## src/rtl/gr0040_intc.sv

```systemverilog
// Interrupt controller for the gr0040 core: synchronised edge capture, pend/mask, fixed priority, iret retire.
// Optional software-triggered interrupts via the SWI register are enabled by defining INTC_SWI_EN.
module gr0040_intc #(
    parameter int          NSRC      = 8,
    parameter logic [15:0] VEC_BASE  = 16'h0020,
    parameter int          VEC_SHIFT = 2,
    parameter logic [15:0] MMIO_BASE = 16'hFF40
) (
    input  logic            clk,
    input  logic            rst,
    input  logic [NSRC-1:0] irq_in,
    input  logic            int_en,
    input  logic            insn_ce,
    input  logic            iret_detected,
    output logic            irq_take,
    output logic [15:0]     irq_vector,
    input  logic [15:0]     d_ad,
    input  logic            lw,
    input  logic            lb,
    input  logic            sw,
    input  logic            sb,
    input  logic [15:0]     wdata,
    output logic            sel,
    output logic [15:0]     rdata,
    output logic            rdy
);

    localparam logic [0:0] ST_IDLE    = 1'b0;
    localparam logic [0:0] ST_SERVICE = 1'b1;

    localparam logic [1:0] REG_PEND = 2'd0;
    localparam logic [1:0] REG_MASK = 2'd1;
    localparam logic [1:0] REG_STAT = 2'd2;
    localparam logic [1:0] REG_SWI  = 2'd3;

    logic [NSRC-1:0] sync1_r;
    logic [NSRC-1:0] sync2_r;
    logic [NSRC-1:0] prev_r;
    logic [NSRC-1:0] pend_r;
    logic [NSRC-1:0] mask_r;
    logic [3:0]      act_id_r;
    logic [0:0]      state_r;

    logic [NSRC-1:0] edge_s;
    logic [NSRC-1:0] elig_s;
    logic [NSRC-1:0] take_clr_s;
    logic [NSRC-1:0] pend_nxt_s;
    logic [NSRC-1:0] mask_nxt_s;
    logic [3:0]      id_s;
    logic [3:0]      act_id_nxt_s;
    logic [0:0]      state_nxt_s;
    logic            take_s;
    logic            sel_s;
    logic            rd_s;
    logic            wr_pend_s;
    logic            wr_mask_s;
    logic [15:0]     rdata_s;
    logic            unused_s;

    // Lowest set index wins; the scan runs high to low so the last hit is the lowest.
    function automatic logic [3:0] lowest_index(input logic [NSRC-1:0] v);
        logic [3:0] idx;
        idx = 4'h0;
        for (int i = NSRC - 1; i >= 0; i--) begin
            if (v[i]) begin
                idx = 4'(i);
            end else begin
                idx = idx;
            end
        end
        return idx;
    endfunction

    function automatic logic [15:0] zext(input logic [NSRC-1:0] v);
        logic [15:0] r;
        r = 16'h0000;
        r[NSRC-1:0] = v;
        return r;
    endfunction

    assign edge_s   = sync2_r & ~prev_r;
    assign elig_s   = pend_r & mask_r;
    assign id_s     = lowest_index(elig_s);
    assign take_s   = (state_r == ST_IDLE) & (|elig_s) & int_en & insn_ce;
    assign sel_s    = (d_ad[15:3] == MMIO_BASE[15:3]);
    assign rd_s     = (lw | lb) & sel_s;
    assign wr_pend_s = sw & sel_s & (d_ad[2:1] == REG_PEND);
    assign wr_mask_s = sw & sel_s & (d_ad[2:1] == REG_MASK);

    // Byte enable, byte-address LSB and store data above NSRC carry no meaning here.
    assign unused_s = ^{sb, d_ad[0], wdata};

    assign irq_take   = take_s;
    assign irq_vector = VEC_BASE + (16'(id_s) << VEC_SHIFT);
    assign sel        = sel_s;
    assign rdata      = rdata_s;
    assign rdy        = 1'b1;

    // One-hot clear for the source being taken this cycle.
    always_comb begin
        take_clr_s = '0;
        for (int i = 0; i < NSRC; i++) begin
            take_clr_s[i] = take_s & (id_s == 4'(i));
        end
    end

`ifdef INTC_SWI_EN
    logic wr_swi_s;
    assign wr_swi_s = sw & sel_s & (d_ad[2:1] == REG_SWI);
`endif

    // Pending next state: clears first, then sets, so a hardware edge always survives a clear.
    always_comb begin
        pend_nxt_s = pend_r;
        if (wr_pend_s) begin
            pend_nxt_s = pend_nxt_s & ~wdata[NSRC-1:0];
        end else begin
            pend_nxt_s = pend_nxt_s;
        end
`ifdef INTC_SWI_EN
        if (wr_swi_s) begin
            pend_nxt_s = pend_nxt_s | wdata[NSRC-1:0];
        end else begin
            pend_nxt_s = pend_nxt_s;
        end
`endif
        pend_nxt_s = (pend_nxt_s & ~take_clr_s) | edge_s;
    end

    // Mask register update.
    always_comb begin
        mask_nxt_s = mask_r;
        if (wr_mask_s) begin
            mask_nxt_s = wdata[NSRC-1:0];
        end else begin
            mask_nxt_s = mask_r;
        end
    end

    // Service FSM; interrupts do not nest, SERVICE only leaves on a clocked iret.
    always_comb begin
        state_nxt_s  = state_r;
        act_id_nxt_s = act_id_r;
        case (state_r)
            ST_IDLE: begin
                if (take_s) begin
                    state_nxt_s  = ST_SERVICE;
                    act_id_nxt_s = id_s;
                end else begin
                    state_nxt_s  = ST_IDLE;
                    act_id_nxt_s = act_id_r;
                end
            end
            ST_SERVICE: begin
                if (iret_detected & insn_ce) begin
                    state_nxt_s = ST_IDLE;
                end else begin
                    state_nxt_s = ST_SERVICE;
                end
            end
            default: begin
                state_nxt_s  = ST_IDLE;
                act_id_nxt_s = 4'h0;
            end
        endcase
    end

    // Register window read mux; zero whenever the window is not being read.
    always_comb begin
        rdata_s = 16'h0000;
        if (rd_s) begin
            case (d_ad[2:1])
                REG_PEND: rdata_s = zext(pend_r);
                REG_MASK: rdata_s = zext(mask_r);
                REG_STAT: rdata_s = {10'b0, (state_r == ST_SERVICE), 1'b0, act_id_r};
                REG_SWI:  rdata_s = 16'h0000;
                default:  rdata_s = 16'h0000;
            endcase
        end else begin
            rdata_s = 16'h0000;
        end
    end

    // Two-flop synchroniser plus previous-value flop for rising-edge detection.
    always_ff @(posedge clk) begin
        if (rst) begin
            sync1_r <= '0;
            sync2_r <= '0;
            prev_r  <= '0;
        end else begin
            sync1_r <= irq_in;
            sync2_r <= sync1_r;
            prev_r  <= sync2_r;
        end
    end

    // Controller state registers.
    always_ff @(posedge clk) begin
        if (rst) begin
            state_r  <= ST_IDLE;
            pend_r   <= '0;
            mask_r   <= '0;
            act_id_r <= 4'h0;
        end else begin
            state_r  <= state_nxt_s;
            pend_r   <= pend_nxt_s;
            mask_r   <= mask_nxt_s;
            act_id_r <= act_id_nxt_s;
        end
    end

endmodule

```

## config.mk

```make
export PLATFORM = sky130hd
export DESIGN_NAME = gr0040_intc
export DESIGN_NICKNAME = d
export VERILOG_FILES = /design/src/rtl/gr0040_intc.sv
export SDC_FILE = /design/constraint.sdc
export NUM_CORES = 1
export LEC_CHECK = 0
export BUFFER_PORTS_ARGS = -buffer_cell sky130_fd_sc_hd__buf_2
export CORE_UTILIZATION = 40
export CTS_CLUSTER_SIZE = 20
export DETAILED_ROUTE_END_ITERATION = 8
export GPL_TIMING_DRIVEN = 0
export PLACE_DENSITY_LB_ADDON = 0.25
export SLEW_MARGIN = 20
export SYNTH_ARGS = -nofsm -noshare
export SYNTH_HDL_FRONTEND = slang
export SYNTH_SLANG_ARGS = --single-unit
```

## constraint.sdc

```tcl
create_clock -name clk -period 2.9 [get_ports clk]
set_input_delay 0.145 -clock clk [delete_from_list [all_inputs] [get_ports clk]]
set_output_delay 0.145 -clock clk [all_outputs]
set_load 0.05 [all_outputs]
```

==> flow_metrics.env, run 1 <==
export IMPL_overflow=0
export IMPL_ir_drop_v=0.0003055
export IMPL_crit_buf_inv=2
export IMPL_final_period_utilization=0.7638
export IMPL_p_per_area_nw_per_um2=474.5
export IMPL_skew_ns=0.005043
export IMPL_drv_cap=0
export IMPL_path_delay_family="simple AND/OR/NAND/NOR gates"
export IMPL_drc_errors=0
export IMPL_rsz0062_at_grt="false"
export IMPL_p_seq_frac=0.529
export IMPL_ys_types=35
export IMPL_fin_cells=367
export IMPL_r2r_start="pend_r[5]"
export IMPL_viasPerCell=4.441
export IMPL_wl_um=3977
export IMPL_cts_max_path_buffers=2
export IMPL_status="finished, final reports clean"
export IMPL_dp_slack_ns=0.6723
export IMPL_synth_seq_cells=44
export IMPL_port_buffers=51
export IMPL_synth_top_area_frac=0.4384
export IMPL_pin_count=84
export IMPL_cts_tree="done"
export IMPL_hp_class="input pin to register"
export IMPL_cts_resized=0
export IMPL_max_stage_delay_ns=0.54
export IMPL_worstPathCellList="buf_2, or4b_4, nor4_4, o21ai_1, or2_1, nor2_1, buf_2"
export IMPL_sw_frac_of_total=0.2680
export IMPL_final_util=0.5268
export IMPL_fin_crit_ns=2.215
export IMPL_dp_hpwl_um=3048
export IMPL_critPathMaxFanout=5
export IMPL_globalplace_congestion=0.8479
export IMPL_cp_data_arrival_time_ns=2.07
export IMPL_diodes=0
export IMPL_synth_top_cell_by_area="dfxtp_1"
export IMPL_leakagePower_nw=1.260
export IMPL_drive_gt1_frac=0.2833
export IMPL_slowest_stage="or4b_4"
export IMPL_vias=1630
export IMPL_worst_slew_pin_slew_ns=0.6673
export IMPL_ys_async_sr_fraction=0
export IMPL_setup_violations=0
export IMPL_syn_inst=221
export IMPL_max_slew_margin=0.5552
export IMPL_required_ns=2.76
export IMPL_reg2reg_depth=5
export IMPL_worstReg2RegEnd="pend_r[6]"
export IMPL_n_fill_cell=479
export IMPL_wl_per_cell_um=10.84
export IMPL_antenna_left=0
export IMPL_power_w=0.001196
export IMPL_cp_end_kind="output port"
export IMPL_seq_area_frac_synth=0.4384
export IMPL_finalSetupTns_ns=0
export IMPL_drv_slew=0
export IMPL_cts_setup_buffers=0
export IMPL_layout_nets=348
export IMPL_synthTopCellsByArea="dfxtp_1 44%, nor2b_1 10%, mux2i_1 9.0%, buf_4 8.6%, nor2_1 4.7%"
export IMPL_worstHoldPathCells=2
export IMPL_syn_area_um2=2009
export IMPL_yosysMostFrequentCell="dfxtp_1"
export IMPL_crit_type="input pin to output port"
export IMPL_synth_edf_count=0
export IMPL_synth_common_cells="44 x dfxtp_1, 32 x nor2b_1, 25 x nor2_1"
export IMPL_r2r_slack_ns=1.29
export IMPL_p_sw_w=0.0003206
export IMPL_path_clk_slew_ns=0.08
export IMPL_holdBufCountCts=0
export IMPL_grt_pass1_vias=1317
export IMPL_coreArea_um2=4786
export IMPL_rows=25
export IMPL_cts_sinks=44
export IMPL_syn_to_final_growth_pct=25.47
export IMPL_combPwrFrac=0.134
export IMPL_drt_pass1_iterations=4
export IMPL_dieArea_um2=5311
export IMPL_die_h_um=72.88
export IMPL_fmax_ghz=0.4514
export IMPL_grt_usage=0.1543
export IMPL_hold_start="irq_in[1]"
export IMPL_setup_ws_ns=0.6849
export IMPL_hold_viol=0
export IMPL_dpl_cell_count=359
export IMPL_cts_htree_levels=2
export IMPL_grt_pass1_wl_um=5989
export IMPL_path_common_cell="buf_2"
export IMPL_grt_max_degree=15
export IMPL_synth_main_ff_cell="dfxtp_1"
export IMPL_p_clk_frac=0.337
export IMPL_clk_root_buffer_cell="clkbuf_8"
export IMPL_whs_endpoint="sync1_r[1]"
export IMPL_p_int_w=0.0008757
export IMPL_yosys_warnings=0
export IMPL_start_util=0.4199
export IMPL_clk_latency_ns=0.30
export IMPL_drt_iter0_drc=64
export IMPL_antenna_found_initial=0
export IMPL_numCtsBuffers=5
export IMPL_startpoint_type="input pin"
export IMPL_avgSynthCellArea_um2=9.092
export IMPL_die_x_um=72.88
[how the worst max path moves through the flow]
stage | start | endpoint | slack (ns) | depth (start not counted)
floorplan | d_ad[4] | rdata[3] | 0.12 | 5
global placement | d_ad[4] | rdata[4] | 0.71 | 7
detailed placement | d_ad[4] | rdata[4] | 0.67 | 7
CTS | d_ad[4] | rdata[4] | 0.66 | 7
global route | d_ad[4] | rdata[3] | 0.56 | 7
finish | d_ad[4] | rdata[4] | 0.68 | 7
[registers in the layout, summed over array words and instances, names as in the netlist]
| signal | flops |
|---|---|
| mask_r | 8 |
| pend_r | 8 |
| prev_r | 8 |
| state_r | 1 |
| sync2_r | 8 |
| sync1_r | 8 |
| act_id_r | 3 |
[layout by cell type (no fill, tap or decap), types with 4 or more instances in the layout]
cell type   n
a21oi_1     9
a22o_1      4
a41o_1      6
buf_2      52
buf_4      23
clkbuf_8    6
conb_1     22
dfxtp_1    44
mux2i_1    18
nand2_1    18
nand3_1     4
nor2_1     25
nor2b_1    32
[power by group through the flow]
stage	clock network, W	logic, W	registers, W
floorplan	0	0.000123	0.000645
global placement	0	0.000159	0.000647
detailed placement	0	0.000160	0.000647
CTS	0.000415	0.000161	0.000633
global route	0.000444	0.000172	0.000636
finish	0.000403	0.000160	0.000633
[stage by stage]
| stage | area [um^2] | hold WS, ns |
|---|---|---|
| 6_report | 2521 | 0.04622 |
| 5_1_grt | 2521 | 0.04141 |
| 4_1_cts | 2521 | 0.03696 |
| 3_5_place_dp | 2424 | 0.3596 |
| 3_3_place_gp | 2424 | 0.3520 |
| 2_1_floorplan | 2085 | 0.2241 |
[cell families after synthesis]
kind of cell,after synthesis,share of synthesized area
flip-flops,44,0.4384
buffers and inverters,31,0.1015
other,2,0.003737
AND/OR/NAND/NOR,91,0.2422
multiplexers,18,0.08966
AO/OA/AOI/OAI,35,0.1245
[worst register-to-register path: cells and delay by family (launching register included)]
| kind | cells | cell delay (ns) |
|---|---|---|
| AO/OA/AOI/OAI | 4 | 0.94 |
| flip-flops | 1 | 0.35 |
| AND/OR/NAND/NOR | 1 | 0.23 |
[final cells by class]
cell class | instances | area (um^2) | area share
plain buffers | 28 | 192.7 | 0.07643
clock buffers | 6 | 82.58 | 0.03275
clock inverters | 2 | 15.01 | 0.005955
inverters | 3 | 11.26 | 0.004466
multi-input cells | 166 | 999.7 | 0.3965
flip-flops and latches | 44 | 880.8 | 0.3494
well taps | 67 | 83.83 | 0.03325
repair buffers | 51 | 255.2 | 0.1012
[metal layers]
| metal | track usage | vias to the layer above | wire length (um) |
|---|---|---|---|
| met5 | 0 | - | 0 |
| met4 | 0.05882 | 0 | 55 |
| met3 | 0.05387 | 6 | 319 |
| met2 | 0.2430 | 62 | 1709 |
| met1 | 0.1946 | 701 | 1893 |
| li1 | - | 861 | - |
No activity file was read; power rests on OpenSTA's default activity.
==> inputs of run 2 (changes only) <==
==> constraint.sdc (replaced) <==
create_clock -name clk -period 2.04 [get_ports clk]
set_input_delay 0.102 -clock clk [delete_from_list [all_inputs] [get_ports clk]]
set_output_delay 0.102 -clock clk [all_outputs]
set_load 0.05 [all_outputs]
==> run 2 against run 1 <==
  * Clock-buffer cell count fell by 1
  * Power rose by 37%
  * Non-clock buffer count rose by 3
  * Clock power rose by 27%
  * First-iteration DRC count fell by 27%
  * Clock skew fell by 0.0013 ns
  * Design area rose by 2.5%
  * Setup slack got worse by 0.53 ns
  * Sequential share of layout area fell by 0.86 points
  * Combinational power rose by 46%
  * Sequential power rose by 42%
  * Register-to-register slack got worse by 0.86 ns
  * Critical path type unchanged
  * Critical endpoint is now rdata[3]
  * Largest cell class unchanged
  * Largest power group unchanged
==> flow_metrics.env, run 2 (synthesis gave the netlist of run 1 again) <==
export IMPL_status="finished, final reports clean"
export IMPL_grt_max_degree=14
export IMPL_final_area_um2=2585
export IMPL_final_common_cell="buf_2"
export IMPL_dp_slack_ns=0.1415
export IMPL_top_layer_used="met4"
export IMPL_antenna_found_initial=0
export IMPL_rsz0062_at_grt="false"
export IMPL_pin_count=84
export IMPL_dp_hpwl_um=2987
export IMPL_met1_length_um=1859
export IMPL_globalplace_congestion=0.8655
export IMPL_numCtsBuffers=5
export IMPL_hold_viol=0
export IMPL_path_clk_slew_ns=0.08
export IMPL_final_period_utilization=0.9226
export IMPL_cts_sinks=44
export IMPL_setup_ws_ns=0.1579
export IMPL_leakagePower_nw=1.272
export IMPL_final_cell_mix="52 x buf_2, 44 x dfxtp_1, 32 x nor2b_1"
export IMPL_route_met2_wl_um=1623
export IMPL_grt_usage=0.1488
export IMPL_met3_length_um=240
export IMPL_cp_end_kind="output port"
export IMPL_layout_nets=351
export IMPL_crit_type="input pin to output port"
export IMPL_cts_tree="done"
export IMPL_dpl_cell_area_um2=2474
export IMPL_start_util=0.4199
export IMPL_grt_pass1_vias=1368
export IMPL_drv_cap=0
export IMPL_drv_slew=0
export IMPL_drc_errors=0
export IMPL_cts_htree_levels=2
export IMPL_fin_crit_ns=1.882
export IMPL_clk_root_buffer_cell="clkbuf_8"
export IMPL_coreArea_um2=4786
export IMPL_diodes=0
export IMPL_die_x_um=72.88
export IMPL_clk_latency_ns=0.29
export IMPL_drt_iter0_drc=47
export IMPL_critPathMaxFanout=5
export IMPL_required_ns=1.94
export IMPL_syn_to_final_growth_pct=28.64
export IMPL_drt_pass1_iterations=4
export IMPL_cp_data_arrival_time_ns=1.78
export IMPL_vias=1627
export IMPL_drive_gt1_frac=0.3113
export IMPL_setup_violations=0
export IMPL_wl_um=3778
export IMPL_overflow=0
export IMPL_n_fill_cell=461
export IMPL_die_h_um=72.88
export IMPL_max_slew_margin=0.5757
export IMPL_p_per_area_nw_per_um2=636.3
export IMPL_worst_slew_pin_slew_ns=0.6365
export IMPL_startpoint_type="input pin"
export IMPL_ir_drop_v=0.0004827
export IMPL_antenna_left=0
export IMPL_cts_max_path_buffers=2
export IMPL_cts_setup_buffers=0
export IMPL_skew_ns=0.003726
export IMPL_grt_pass1_wl_um=5899
export IMPL_viasPerCell=4.409
export IMPL_dieArea_um2=5311
export IMPL_wl_per_cell_um=10.24
export IMPL_rows=25
export IMPL_hp_class="input pin to register"
export IMPL_fmax_ghz=0.5313
export IMPL_port_buffers=51
-- run 2: cell count changes in the layout (fill, tap and decap cells not counted), sizes merged --
| cell | delta |
|---|---|
| dlygate4sd3 | +3 |
| clkbuf | -1 |
| clkinv | +1 |
| clkinvlp | -1 |
-- run 2: final timing paths --
check / startpoint / endpoint / slack [ns] / depth (start not counted)
worst max-delay path: d_ad[4] / rdata[3] / 0.16 / 7
worst min-delay path: irq_in[0] / sync1_r[0] / 0.01 / 2
worst max register to register: pend_r[5] / pend_r[6] / 0.43 / 5
worst min register to register: sync1_r[5] / sync2_r[5] / 0.44 / 1
-- run 2: per-stage QoR --
| step | utilization | power [W] | TNS, ns | hold slack (ns) | std cells |
|---|---|---|---|---|---|
| final | 0.5401 | 0.001645 | 0 | 0.01152 | 369 |
| after global routing | 0.5401 | 0.001721 | 0 | 0.02136 | 369 |
| after CTS | 0.5401 | 0.001668 | 0 | 0.001435 | 369 |
| after detailed placement | 0.5169 | 0.001150 | 0 | 0.3136 | 359 |
| after global placement | 0.5169 | 0.001147 | 0 | 0.3090 | 359 |
| after floorplan | - | 0.001093 | -0.8665 | 0.1811 | 241 |
-- run 2: what timing repair did --
| item | CTS | global route |
|---|---|---|
| endpoints found under the hold margin | 3 | 0 |
| hold buffers | 3 | 0 |
| gates resized for setup | 0 | 0 |
-- run 2: power breakdown --
group | switching [W] | leakage, nW | internal (W)
Combinational | 0.000145 | 0.873 | 0.0000890
Sequential | 0.0000135 | 0.360 | 0.000886
Clock | 0.000280 | 0.0400 | 0.000232
Total | 0.000438 | 1.27 | 0.00121
-- run 2: metal layers --
metal	GRT usage	vias up
li1	-	875
met1	0.1877	686
met2	0.2388	59
met3	0.04282	7
met4	0.06100	0
met5	0	-
-- run 2: layout make-up --
class,count,area [um^2],share of cell area
clock buffers,5,68.82,0.02662
multi-input cells,166,1046,0.4046
clock inverters,2,12.51,0.004840
flip-flops and latches,44,880.8,0.3408
repair buffers,54,285.3,0.1104
inverters,3,11.26,0.004356
well taps,67,83.83,0.03243
plain buffers,28,196.4,0.07599
-- run 2: worst max-delay path, stage by stage --
cell and delay [ns]:
buf_2 0.10, or4b_4 0.54, nor4_4 0.23, o21ai_2 0.17, or2_4 0.31, nor2_4 0.08, buf_2 0.26
